<file path="src/rtl/multicore_ram_port_arbiter.sv">
// rtl/multicore_ram_port_arbiter.sv - round-robin arbiter sharing one on-chip RAM port between core data masters.
// Optional master lock (m_lock) is built when MULTICORE_ARB_LOCK_EN is defined.
module multicore_ram_port_arbiter #(
   parameter int NUM_MASTERS = 4,
   parameter int ADDR_W      = 12,
   parameter int DATA_W      = 32,
   parameter int BE_W        = 4
) (
   input  logic                          clk,
   input  logic                          reset_n,
   input  logic [NUM_MASTERS-1:0]        m_read,
   input  logic [NUM_MASTERS-1:0]        m_write,
   input  logic [NUM_MASTERS*ADDR_W-1:0] m_address,
   input  logic [NUM_MASTERS*BE_W-1:0]   m_byteenable,
   input  logic [NUM_MASTERS*DATA_W-1:0] m_writedata,
`ifdef MULTICORE_ARB_LOCK_EN
   input  logic [NUM_MASTERS-1:0]        m_lock,
`endif
   output logic [NUM_MASTERS-1:0]        m_waitrequest,
   output logic [NUM_MASTERS-1:0]        m_readdatavalid,
   output logic [DATA_W-1:0]             m_readdata,
   output logic [ADDR_W-1:0]             mem_address,
   output logic [BE_W-1:0]               mem_byteenable,
   output logic                          mem_chipselect,
   output logic                          mem_write,
   output logic [DATA_W-1:0]             mem_writedata,
   output logic                          mem_clken,
   input  logic [DATA_W-1:0]             mem_readdata
);

   localparam int                IDX_W    = (NUM_MASTERS > 1) ? $clog2(NUM_MASTERS) : 1;
   localparam logic [IDX_W:0]    NUM_M    = (IDX_W+1)'(NUM_MASTERS);
   localparam logic [IDX_W-1:0]  LAST_IDX = IDX_W'(NUM_MASTERS-1);

   logic [NUM_MASTERS-1:0] req;
   logic [IDX_W-1:0]       last_grant_q, last_grant_d;
   logic                   rd_pend_q, rd_pend_d;
   logic [IDX_W-1:0]       rd_idx_q, rd_idx_d;
   logic                   grant_valid;
   logic                   hold_grant;
   logic [IDX_W-1:0]       grant_idx;
   logic [IDX_W:0]         cand;
   logic [IDX_W-1:0]       sel_idx;

   assign req = m_read | m_write;

`ifdef MULTICORE_ARB_LOCK_EN
   logic lock_active_q, lock_active_d;

   // The lock owner is always last_grant_q, since held grants never advance it.
   assign hold_grant = lock_active_q & req[last_grant_q];

   always_comb begin
      lock_active_d = grant_valid & m_lock[grant_idx];
   end

   always_ff @(posedge clk or negedge reset_n) begin
      if (!reset_n) begin
         lock_active_q <= 1'b0;
      end else begin
         lock_active_q <= lock_active_d;
      end
   end
`else
   assign hold_grant = 1'b0;
`endif

   // Scan from the farthest candidate back to last_grant+1 so the nearest requester wins.
   always_comb begin
      grant_valid = 1'b0;
      grant_idx   = '0;
      cand        = '0;
      if (hold_grant) begin
         grant_valid = 1'b1;
         grant_idx   = last_grant_q;
      end else begin
         for (int k = NUM_MASTERS; k >= 1; k--) begin
            cand = {1'b0, last_grant_q} + (IDX_W+1)'(k);
            if (cand >= NUM_M) begin
               cand = cand - NUM_M;
            end
            if (req[cand[IDX_W-1:0]]) begin
               grant_valid = 1'b1;
               grant_idx   = cand[IDX_W-1:0];
            end
         end
      end
      if (!reset_n) begin
         grant_valid = 1'b0;
      end
   end

   assign sel_idx        = grant_valid ? grant_idx : '0;
   assign mem_address    = m_address[int'(sel_idx)*ADDR_W +: ADDR_W];
   assign mem_byteenable = m_byteenable[int'(sel_idx)*BE_W +: BE_W];
   assign mem_writedata  = m_writedata[int'(sel_idx)*DATA_W +: DATA_W];
   assign mem_chipselect = grant_valid;
   assign mem_write      = grant_valid & m_write[grant_idx];
   assign mem_clken      = 1'b1;

   always_comb begin
      m_waitrequest = '1;
      if (grant_valid) begin
         m_waitrequest[grant_idx] = 1'b0;
      end
   end

   always_comb begin
      last_grant_d = last_grant_q;
      rd_pend_d    = grant_valid & ~m_write[grant_idx];
      rd_idx_d     = rd_idx_q;
      if (grant_valid && !hold_grant) begin
         last_grant_d = grant_idx;
      end
      if (rd_pend_d) begin
         rd_idx_d = grant_idx;
      end
   end

   always_ff @(posedge clk or negedge reset_n) begin
      if (!reset_n) begin
         last_grant_q <= LAST_IDX;
         rd_pend_q    <= 1'b0;
         rd_idx_q     <= '0;
      end else begin
         last_grant_q <= last_grant_d;
         rd_pend_q    <= rd_pend_d;
         rd_idx_q     <= rd_idx_d;
      end
   end

   // The RAM's registered output lines up with rd_pend_q one cycle after the grant.
   always_comb begin
      m_readdatavalid = '0;
      if (rd_pend_q) begin
         m_readdatavalid[rd_idx_q] = 1'b1;
      end
   end

   assign m_readdata = rd_pend_q ? mem_readdata : '0;

endmodule

</file>
<file path="config.mk">
export PLATFORM = sky130hd
export DESIGN_NAME = multicore_ram_port_arbiter
export DESIGN_NICKNAME = d
export VERILOG_FILES = /design/src/rtl/multicore_ram_port_arbiter.sv
export SDC_FILE = /design/constraint.sdc
export NUM_CORES = 1
export LEC_CHECK = 0
export CAP_MARGIN = 40
export CORE_AREA = 5 5 122 124
export CTS_CLUSTER_SIZE = 14
export DETAILED_ROUTE_END_ITERATION = 8
export DIE_AREA = 0 0 127 129
export SYNTH_ARGS = -nofsm -noshare
export SYNTH_HDL_FRONTEND = slang
export SYNTH_SLANG_ARGS = --single-unit
</file>
<file path="constraint.sdc">
create_clock -name clk -period 5.1 [get_ports clk]
set_input_delay 1.275 -clock clk [delete_from_list [all_inputs] [get_ports clk]]
set_output_delay 1.275 -clock clk [all_outputs]
set_load 0.02 [all_outputs]
</file>
==> impl_metrics.ini, run 1 <==
[status]
status = finished clean

[timing]
final_max_slew_viol_count = 0
relSlewSlack_pct = 51.8
hold_slack_ns = 0.527
timing.final.ws_setup_ns = 0.122
skew_ns = 0.00321
setup_viol = 0
fin_crit_ns = 4.98
rsz0062_at_grt = yes
finalCritPeriodShare_pct = 97.6
final_hold_viol_count = 0
setup-tns-final_ns = 0
tightest_slew_ns = 0.722
max_freq_mhz = 201

[yosys]
ys.flop_type = dfrtp_1
synth_edf_count = 0
ys_types = 41
yosys_register_bits = 5
synth_area_um2 = 2360
ys.warnings.count = 0
async_flop_share_pct = 100
syn_inst = 269
synthesis.nets = 503
netlist_top_cells_area = mux2i_1, and2_1, buf_6, dfrtp_1, dfstp_2
synth_top_cell_area_share_pct = 61.0
seq_area_frac_synth_pct = 5.41
yosys.area.top_type = mux2i_1
synth_area_per_cell_um2 = 8.78

[placed_design]
post-place-ws_ns = -0.190
place_area_um2 = 5970
io_buffers = 323
place_congestion = 0.898
post-place-cells = 775
place_hpwl_um = 11800

[die]
die_area_um2 = 16400
core_um2 = 13700
die_h_um = 129
io_pins = 325
die_w_um = 127
start_util_pct = 17.3
rows = 43

[clock_network]
tritoncts = built
cts.sink_count = 5
cts_made_buffers = 3
clock_tree.buffer_depth = 2
clk_latency_ns = 0.23
clk_pin_slew_ns = 0.04
h-tree-depth = 1
cts_root_buf = clkbuf_16

[finish]
final_cell_mix = clkdlybuf4s50_1, mux2i_1, and2_1, dlygate4sd2_1, buf_4
finalNonFillerCells = 779
finalInstanceArea_um2 = 6020
syn_to_final_growth_pct = 155
layout-drive-gt1-share_pct = 9.18
final_core_util_pct = 44.0
multi_input_area_um2 = 2060
n_fill_cell = 1371
area.sequential_um2 = 128
num_antenna_cells = 0
mostFrequentLayoutCell = clkdlybuf4s50_1
nNetsFinal = 834

[pwr]
p_seq_share_pct = 5.9
leakagePower_nw = 2.69
vdd_drop_max_v = 0.000143
swShare_pct = 44.4
p_int_mw = 0.958
combinationalPowerShare_pct = 86.4
powerDensity_nw_per_um2 = 286
power_mw = 1.72
p_sw_mw = 0.764
p_clk_share_pct = 7.7

[grt]
antenna_found_initial = 0
grt_max_degree = 37
gr-total-overflow = 0
grt.total_usage_pct = 15.1
grt_pass1_wl_um = 19600
grt_pass1_vias = 3655

[setup_path]
rr_endpoint = rd_idx_q[0]$_DFFE_PN0P_
r2r_slack_ns = 2.98
critPathRequiredTime_ns = 3.83
rr_startpoint = last_grant_q[1]$_DFFE_PN1N_
r2r_cells = 7
cp_data_arrival_time_ns = 3.70
start_kind = input port
path_class = input port to primary output
cp-end-kind = primary output
cp_max_fo = 26

[route]
first_pass_iters = 4
routedWlPerCell_um = 17.2
drt-total-wl_um = 13400
drc = 0
vias_per_cell = 4.23
ant_nets = 0
num_vias = 3296
drtIter0Drc = 90

[min_path]
holdPathEnd = last_grant_q[0]$_DFFE_PN1N_
hold_path_depth = 2
worstHoldStart = last_grant_q[0]$_DFFE_PN1N_
hold_class = register to register

[flow_run]
max_cap_violations = 0
[logic make-up after synthesis]
family,after synthesis,synth area share [%]
muxes,145,61.7
other,1,0.159
DFF,5,5.41
AOI/OAI and AO/OA,23,7.10
and+or+nand+nor,68,17.2
buffers and inverters,27,8.43
[worst max-delay path, stage by stage]
cell and delay [ns]:
clkdlybuf4s50_1 0.44, or4_1 0.55, a32oi_1 0.23, and3_4 0.21, and2_4 0.17, buf_12 0.22, mux2i_1 0.26, clkdlybuf4s15_1 0.33
[registers in the layout, summed over array words and instances, names as in the netlist]
name	cells
last_grant_q	2
rd_idx_q	2
rd_pend_q	1
[layout make-up]
class	instances	share of cell area (%)
flip-flops and latches	5	2.12
well taps	180	3.74
multi-input cells	237	34.2
clock buffers	4	1.31
repair buffers	350	58.5
inverters	3	0.187
[worst max-delay path by stage]
stage	from	end	slack, ns	cells past startpoint
3_3_place_gp	m_read[0]	mem_writedata[21]	-0.21	8
2_1_floorplan	m_read[0]	mem_address[0]	0.74	7
3_5_place_dp	m_read[0]	mem_writedata[21]	-0.19	8
4_1_cts	m_write[0]	m_waitrequest[1]	0.06	9
5_1_grt	m_read[0]	mem_writedata[23]	-0.04	11
6_report	m_write[0]	mem_writedata[1]	0.12	8
[power groups by stage]
stage / Combinational [mW] / Sequential (mW) / Clock, mW
floorplan: 0.846 / 0.0710 / 0
global placement: 1.57 / 0.0995 / 0
detailed placement: 1.58 / 0.103 / 0
CTS: 1.51 / 0.103 / 0.136
global route: 1.58 / 0.110 / 0.140
finish: 1.49 / 0.101 / 0.133
[synth_stat cells, drive strengths merged, types with 2 or more instances]
cell and number:
mux2i 144, and2 35, buf 20, nand2 11, o21ai 7, nor2 5
a21oi 4, clkbuf 4, or2 4, dfrtp 3, inv 3, and3 2
dfstp 2, nand2b 2, nor3 2, nor4 2
[per-layer routing]
metal	wire length, um	track usage (%)
met5	0	0
met4	182	3.34
met3	1330	5.31
met2	7190	29.6
met1	4660	15.3
[repair_timing]
| item | CTS | global route |
|---|---|---|
| gates resized for setup | 47 | 29 |
| setup buffers | 0 | 0 |
| setup endpoints to repair | 46 | 24 |
| hold buffers | 0 | 0 |
(Power assumes the default switching activity.)
==> run 2, diff against run 1 <==
Settings changed: CTS_CLUSTER_SIZE 14 to not set, GPL_ROUTABILITY_DRIVEN set to 0, SLEW_MARGIN set to 10.
==> results of run 2 <==
No change in the layout: final DEF, timing and power equal those of run 1.
==> run 3, diff against run 2 <==
Settings changed: TNS_END_PERCENT set to 10.
==> run 3 against run 2 <==
Net effect: sequential share of layout area about the same; critical path depth unchanged; worst hold slack got worse by 0.0018 ns; flip-flop and latch count unchanged; power about the same; global-route usage unchanged; largest cell class unchanged.
==> impl_metrics.ini, run 3 (synthesis gave the netlist of run 1 again) <==
[timing]
finalCritPeriodShare_pct = 97.6
setup_viol = 0
hold_slack_ns = 0.525
tightest_slew_ns = 0.722
fin_crit_ns = 4.98
setup-tns-final_ns = 0
relSlewSlack_pct = 51.8
final_max_slew_viol_count = 0
max_freq_mhz = 201
rsz0062_at_grt = yes
skew_ns = 0.00317
final_hold_viol_count = 0

[pwr]
p_seq_share_pct = 5.9
p_sw_mw = 0.764
vdd_drop_max_v = 0.000143
powerDensity_nw_per_um2 = 286
power_mw = 1.72
p_int_mw = 0.956
combinationalPowerShare_pct = 86.4
swShare_pct = 44.4
leakagePower_nw = 2.69
p_clk_share_pct = 7.7

[setup_path]
cp_max_fo = 26
critical_path_buf_inv_count = 3
path_cells = clkdlybuf4s50_1 -> or4_1 -> a32oi_1 -> and3_4 -> and2_4 -> buf_12 -> mux2i_1 -> clkdlybuf4s15_1
cp-end-kind = primary output
path_class = input port to primary output
slowest_stage = or4_1
critPathRequiredTime_ns = 3.83
critPathMaxStageDelay_ns = 0.55
start_kind = input port
cp_data_arrival_time_ns = 3.70
path_delay_family = buffers and inverters

[route]
num_vias = 3296
ant_nets = 0
vias_per_cell = 4.23
drt-total-wl_um = 13400
drtIter0Drc = 87
first_pass_iters = 4
drc = 0
routedWlPerCell_um = 17.2

[finish]
final_cell_mix = clkdlybuf4s50_1, mux2i_1, and2_1, dlygate4sd2_1, buf_4
layout-drive-gt1-share_pct = 9.02
syn_to_final_growth_pct = 155
mostFrequentLayoutCell = clkdlybuf4s50_1
finalInstanceArea_um2 = 6020
num_antenna_cells = 0
nNetsFinal = 834
largestRegisters = last_grant_q: 2 flops, rd_idx_q: 2 flops, rd_pend_q: 1 flops

[clock_network]
clk_latency_ns = 0.23
clock_tree.buffer_depth = 2
tritoncts = built
h-tree-depth = 1
cts_made_buffers = 3
cts_root_buf = clkbuf_16
cts.sink_count = 5
clk_pin_slew_ns = 0.04

[grt]
grt_max_degree = 37
grt.total_usage_pct = 15.1
antenna_found_initial = 0
grt_pass1_vias = 3655
grt_pass1_wl_um = 19600
gr-total-overflow = 0

[min_path]
hold_class = register to register

[placed_design]
io_buffers = 323
place_hpwl_um = 11800
place_area_um2 = 5970

[die]
die_w_um = 127
io_pins = 325
start_util_pct = 17.3
die_area_um2 = 16400
rows = 43
core_um2 = 13700
die_h_um = 129

[status]
status = finished clean

[flow_run]
max_cap_violations = 0
[run 3: cell counts in the layout (fill, tap and decap cells not counted)]
Identical to the previous run, type by type.
[run 3: final cells by class]
cell class / count / area (um2)
Timing Repair Buffer: 350 / 3520
Inverter: 3 / 11.3
Tap cell: 180 / 225
Fill cell: 1372 / 7650
Clock buffer: 4 / 78.8
Sequential cell: 5 / 128
Multi-Input combinational cell: 237 / 2050
[run 3: per-layer routing]
metal / part of all wire [%] / vias to the layer above / track usage, %
met2: 54 / 180 / 29.6
met5: 0 / - / 0
met1: 35 / 1462 / 15.3
met3: 9.9 / 15 / 5.31
met4: 1.4 / 0 / 3.34
li1: - / 1639 / -
[run 3: power by group through the flow]
stage	Clock (mW)	Combinational, mW	Sequential (mW)
after global placement	0	1.57	0.0995
after global routing	0.140	1.58	0.110
after floorplan	0	0.846	0.0710
final	0.133	1.49	0.101
after detailed placement	0	1.58	0.103
after CTS	0.136	1.51	0.103
[run 3: timing repair]
action | in CTS | in global routing
resized for setup | 47 | 28
endpoints found under the setup margin | 46 | 24
setup buffers | 0 | 0
hold buffers | 0 | 0
[run 3: path summary, 6_finish.rpt]
| path | from | to | slack (ns) | cells past startpoint |
|---|---|---|---|---|
| max in group asynchronous | reset_n | last_grant_q[0]$_DFFE_PN1N_ | 3.51 | 2 |
| max reg2reg | last_grant_q[1]$_DFFE_PN1N_ | rd_idx_q[0]$_DFFE_PN0P_ | 2.97 | 7 |
| min | last_grant_q[0]$_DFFE_PN1N_ | last_grant_q[0]$_DFFE_PN1N_ | 0.53 | 2 |
| min in group asynchronous | reset_n | rd_pend_q$_DFF_PN0_ | 1.38 | 2 |
| min reg2reg | last_grant_q[0]$_DFFE_PN1N_ | last_grant_q[0]$_DFFE_PN1N_ | 0.53 | 2 |
| max | m_write[0] | mem_writedata[1] | 0.12 | 8 |
[run 3: stage by stage]
stage                     worst slack [ns]  utilization [%]  cells
after global routing               -0.0369             44.0    779
after floorplan                      0.742                -    269
after detailed placement            -0.190             43.7    775
after CTS                           0.0581             43.9    779
after global placement              -0.210             43.7    775
final                                0.120             44.0    779
[run 3: worst min-delay path, delay by kind of cell, from the launching register on]
family,cells,cell delay [ns]
simple gates,2,0.12
flops,1,0.40
